<file path="config.mk">
export PLATFORM = sky130hd
export DESIGN_NAME = fifo_uart_tx
export DESIGN_NICKNAME = d
export VERILOG_FILES = /design/src/rtl/fifo_uart_pkg.sv /design/src/rtl/fifo_uart_tx_bit_timer.sv /design/src/rtl/fifo_uart_tx.sv
export SDC_FILE = /design/constraint.sdc
export NUM_CORES = 1
export LEC_CHECK = 0
export BUFFER_PORTS_ARGS = -buffer_cell sky130_fd_sc_hd__buf_2
export CORE_UTILIZATION = 30
export DETAILED_ROUTE_END_ITERATION = 6
export GPL_ROUTABILITY_DRIVEN = 0
export GPL_TIMING_DRIVEN = 0
export PLACE_DENSITY = 0.48
export SYNTH_ARGS = -nofsm -noshare
export SYNTH_HDL_FRONTEND = slang
export SYNTH_SLANG_ARGS = --single-unit
</file>
<file path="constraint.sdc">
create_clock -name clk -period 2 [get_ports clk]
set_input_delay 0.6 -clock clk [delete_from_list [all_inputs] [get_ports clk]]
set_output_delay 0.6 -clock clk [all_outputs]
set_load 0.03 [all_outputs]
</file>
<file path="src/rtl/fifo_uart_pkg.sv">
// Shared types and defaults for the FIFO-drain UART transmitter.
// Holds the FSM state encoding and default word/bit-time parameters.
package fifo_uart_pkg;

  localparam int DEF_DSIZE        = 8;
  localparam int DEF_CLKS_PER_BIT = 16;

  localparam logic [2:0] ST_IDLE  = 3'd0;
  localparam logic [2:0] ST_READ  = 3'd1;
  localparam logic [2:0] ST_LOAD  = 3'd2;
  localparam logic [2:0] ST_START = 3'd3;
  localparam logic [2:0] ST_DATA  = 3'd4;
  localparam logic [2:0] ST_STOP  = 3'd5;

  typedef enum logic [2:0] {
    IDLE  = ST_IDLE,
    READ  = ST_READ,
    LOAD  = ST_LOAD,
    START = ST_START,
    DATA  = ST_DATA,
    STOP  = ST_STOP
  } state_t;

endpackage

</file>
<file path="src/rtl/fifo_uart_tx_bit_timer.sv">
// Bit-period timer: counts 0..CLKS_PER_BIT-1 while enabled.
// Ports: clk, rst (sync, active-low), clear, enable -> tick on last count.
module bit_timer
  import fifo_uart_pkg::*;
#(
  parameter int CLKS_PER_BIT = DEF_CLKS_PER_BIT
) (
  input  logic clk,
  input  logic rst,
  input  logic clear,
  input  logic enable,
  output logic tick
);

  localparam int TW =
    (CLKS_PER_BIT > 1) ? $clog2(CLKS_PER_BIT) : 1;
  localparam logic [TW-1:0] LAST = TW'(CLKS_PER_BIT - 1);

  logic [TW-1:0] r_cnt;

  assign tick = enable && (r_cnt == LAST);

  always_ff @(posedge clk) begin
    if (!rst || clear) begin
      r_cnt <= '0;
    end else if (enable) begin
      r_cnt <= tick ? '0 : r_cnt + TW'(1);
    end
  end

endmodule

</file>
<file path="src/rtl/fifo_uart_tx.sv">
// Drains a FIFO one word at a time onto an 8N1 LSB-first serial line.
// Ports: clk, rst (sync active-low), buf_empty, buf_out -> r_e, tx, busy, tx_done, frame_count.
module fifo_uart_tx
  import fifo_uart_pkg::*;
#(
  parameter int DSIZE        = DEF_DSIZE,
  parameter int CLKS_PER_BIT = DEF_CLKS_PER_BIT
) (
  input  logic             clk,
  input  logic             rst,
  input  logic             buf_empty,
  input  logic [DSIZE-1:0] buf_out,
  output logic             r_e,
  output logic             tx,
  output logic             busy,
  output logic             tx_done,
  output logic [7:0]       frame_count
);

  localparam int IW = (DSIZE > 1) ? $clog2(DSIZE) : 1;
  localparam logic [IW-1:0] LAST_BIT = IW'(DSIZE - 1);

  state_t           r_state;
  state_t           w_next;
  logic [DSIZE-1:0] r_shift;
  logic [IW-1:0]    r_idx;
  logic [7:0]       r_count;
  logic             w_tick;
  logic             w_clear;
  logic             w_en;

  assign w_clear = (r_state == LOAD);
  assign w_en    = (r_state == START) ||
                   (r_state == DATA)  ||
                   (r_state == STOP);

  bit_timer #(
    .CLKS_PER_BIT(CLKS_PER_BIT)
  ) u_timer (
    .clk   (clk),
    .rst   (rst),
    .clear (w_clear),
    .enable(w_en),
    .tick  (w_tick)
  );

  always_ff @(posedge clk) begin
    if (!rst) begin
      r_state <= IDLE;
      r_shift <= '0;
      r_idx   <= '0;
      r_count <= '0;
    end else begin
      r_state <= w_next;
      if (r_state == LOAD) begin
        r_shift <= buf_out;
        r_idx   <= '0;
      end else if (r_state == DATA && w_tick) begin
        r_shift <= r_shift >> 1;
        r_idx   <= r_idx + IW'(1);
      end
      if (r_state == STOP && w_tick) begin
        r_count <= r_count + 8'd1;
      end
    end
  end

  // Outputs decode state/timer only; buf_empty steers next state alone.
  always_comb begin
    w_next  = r_state;
    tx      = 1'b1;
    r_e     = 1'b0;
    tx_done = 1'b0;
    unique case (r_state)
      IDLE: begin
        if (!buf_empty) w_next = READ;
      end
      READ: begin
        r_e    = 1'b1;
        w_next = LOAD;
      end
      LOAD: begin
        w_next = START;
      end
      START: begin
        tx = 1'b0;
        if (w_tick) w_next = DATA;
      end
      DATA: begin
        tx = r_shift[0];
        if (w_tick && r_idx == LAST_BIT) w_next = STOP;
      end
      STOP: begin
        tx_done = w_tick;
        if (w_tick) w_next = buf_empty ? IDLE : READ;
      end
      default: begin
        w_next = IDLE;
      end
    endcase
  end

  assign busy        = (r_state != IDLE);
  assign frame_count = r_count;

endmodule

</file>
==> impl_metrics.py <==
metrics = {
    "timing": {
        "rsz0062_at_grt": "true",
        "timing.fmax_ghz": 0.511,
        "layout_worst_path_cycle_share": 0.979,
        "hold_viol": 0,
        "max_slew.worst_pin.slew_ps": 510,
        "fin_skew_ps": 8.66,
        "setup_viol": 0,
        "period_minus_slack_ps": 1960,
        "setup_slack_ps": 42.8,
        "slew_headroom": 0.660,
        "maxSlewViolCount": 0,
    },
    "global_route": {
        "antenna_found_initial": 0,
        "track_usage": 0.162,
        "grt_first_pass_wirelength_mm": 6.36,
        "overflow": 0,
        "grt_pass1_vias": 1274,
        "grt_start_max_net_pins": 15,
    },
    "final_layout": {
        "area_growth_pct": 24.6,
        "nets": 215,
        "fin_cells": 251,
        "fin_area_um2": 1720,
        "layout-drive-gt1-share": 0.251,
        "antennaDiodeCount": 0,
        "fill_cells": 465,
    },
    "placement": {
        "portBuffers": 22,
        "place_area_um2": 1560,
        "place_ws_ps": -136,
        "dpl.cell_count": 243,
        "hpwl_mm": 2.70,
    },
    "cts": {
        "cts_tree": "yes",
        "cts_made_buffers": 3,
        "clk_latency_ps": 280,
        "clkTransAtPathRegs_ps": 100,
        "hold_buffers": 0,
        "htree_levels": 1,
        "cts.sinks": 26,
        "cts_root_buffer": "clkbuf_8",
        "clk_path_buf_depth": 2,
    },
    "worst_setup_path": {
        "critPathRequiredTime_ps": 1400,
        "worst-path-buf-inv": 3,
        "cp.arrival_ps": 1360,
        "cpLargestDelayFamily": "buffers and inverters",
        "cpMaxStageDelayCell": "dfxtp_4",
        "reg2regPathDepth": 6,
        "cp.depth": 5,
        "r2r-start": "u_timer.r_cnt[0]",
        "cp-end-kind": "output pin",
        "critPathKind": "register to output pin",
        "cp_cell_sequence": "buf_6, nor2_4, buf_6, a31oi_2, buf_6",
        "r2r_end": "frame_count[7]",
        "critPathMaxFanout": 10,
        "crit_top_cell": "buf_6",
        "cp_slowest_stage_delay_ps": 390,
        "cp-start-kind": "register",
        "regToRegSetupSlack_ps": 250,
    },
    "route": {
        "vias_per_cell": 5.43,
        "drc_errors": 0,
        "antenna_left": 0,
        "wl_per_cell_um": 15.1,
        "finalWirelength_mm": 3.79,
        "num_vias": 1362,
        "first_iter_violations": 70,
        "dr.pass1.iters": 4,
    },
    "floorplanning": {
        "start_util": 0.315,
        "fp.dieH_um": 69.9,
        "die_w_um": 69.9,
        "core_area_um2": 4380,
        "io_pins": 23,
        "rows": 24,
        "die-area_um2": 4880,
    },
    "hold_path": {
        "worstHoldEndpoint": "frame_count[7]",
        "whs_path_depth": 2,
        "hold_path.class": "register to register",
        "hold_start": "frame_count[7]",
    },
    "yosys": {
        "synth_nets": 184,
        "synth_top_area_share": 0.376,
        "netlist_area_um2": 1380,
        "ys.flop_type": "dfxtp_1",
        "yosysSeqAreaShare": 0.376,
        "synth.most_common_cell": "dfxtp_1",
        "ys_top_cells_by_count": "dfxtp_1 (26), nand3_1 (19), o21ai_0 (13)",
        "synth_seq_cells": 26,
        "post_synth_num_cell_types": 38,
        "synthTopCellsByArea": "dfxtp_1 (38%), nand3_1 (6.9%), o21ai_0 (4.7%), a21oi_1 (3.6%), a31oi_1 (3.6%)",
        "avgSynthCellArea_um2": 8.18,
        "ys_async_sr_fraction": 0,
        "synth_edf_count": 0,
        "syn_inst": 169,
        "synth_largest_area_cell": "dfxtp_1",
        "yosysWarnings": 0,
    },
    "status": {
        "status": "completed",
    },
    "power": {
        "ir_worst_vdd_mv": 0.524,
        "power_density_nw_per_um2": 630,
        "total_power_uw": 1090,
        "power_leakage_uw": 0.000630,
    },
    "run": {
        "cap_violations": 0,
    },
}
-- area by class of cell --
cell class / instances / area [um2] / area share
buffer: 13 / 81.3 / 0.0472
clock buffer: 4 / 55.1 / 0.0320
inverter: 5 / 18.8 / 0.0109
multi-input combinational: 124 / 807 / 0.468
sequential: 26 / 537 / 0.312
tap: 52 / 65.1 / 0.0378
timing repair buffer: 27 / 159 / 0.0922
-- worst min-delay path, cell delays in order, from the launching register on --
cell and delay (ps):
dfxtp_1 330, nand2_1 50, mux2i_1 60
-- repair_timing --
item                                   4_1_cts  5_1_grt
setup endpoints to repair                    3        3
resized for setup                           21       11
pin swaps                                    1        1
buffers inserted                             2        3
endpoints found under the hold margin        0        0
-- cell families (layout without fill, tap and decap cells) --
logic type                 Yosys count  count (layout)  share of synthesized area
DFF                                 26              26                      0.376
buffers and inverters               19              49                     0.0588
AOI/OAI and AO/OA                   53              53                      0.229
muxes                                4               4                     0.0290
adders and majority gates            4               4                     0.0362
and+or+nand+nor                     63              63                      0.271
-- state kept, by name, indices dropped and copies added, names as in the netlist --
register	cells
frame_count	8
r_idx	3
r_shift	8
r_state	3
u_timer.r_cnt	4
-- cells in the final DEF, fill, tap and decap left out, drive strengths merged, types with 2 or more instances in the layout --
master	count
nand4	5
a211o	2
dfxtp	26
nand2b	8
nor4	3
a31oi	8
nand2	7
nand3	19
nor2b	2
or3	3
ha	4
a21oi	10
nand3b	2
buf	34
o31ai	3
nor2	5
clkbuf	10
or4	2
inv	5
mux2i	4
o21ai	22
-- how the worst max path moves through the flow --
stage | slack, ps | from | end
6_report | 40 | r_state[1] | tx
5_1_grt | -5 | u_timer.r_cnt[0] | tx_done
4_1_cts | -20 | u_timer.r_cnt[0] | tx_done
3_5_place_dp | -140 | u_timer.r_cnt[0] | tx_done
3_3_place_gp | -110 | u_timer.r_cnt[0] | tx_done
2_1_floorplan | 50 | u_timer.r_cnt[0] | tx_done
-- stage by stage --
| step | hold WS [ps] | util | setup TNS [ps] |
|---|---|---|---|
| after floorplan | 458 | - | 0 |
| after global placement | 452 | 0.355 | -109 |
| after detailed placement | 464 | 0.355 | -136 |
| after CTS | 485 | 0.385 | -25.8 |
| after global routing | 511 | 0.393 | -4.57 |
| final | 484 | 0.393 | 0 |
-- report_power, final --
part | total, uW | switching [uW] | internal, uW
Combinational | 185 | 115 | 70.7
Clock | 350 | 174 | 176
Sequential | 551 | 15.3 | 536
-- metal layers --
layer / vias to the layer above / global-route usage / routed length (um)
met5: - / 0 / 0
met3: 4 / 0.0418 / 153
met2: 29 / 0.241 / 1660
met1: 638 / 0.236 / 1940
li1: 691 / - / -
met4: 0 / 0.0311 / 29
Note: power is estimated with default switching activity, not from simulation.
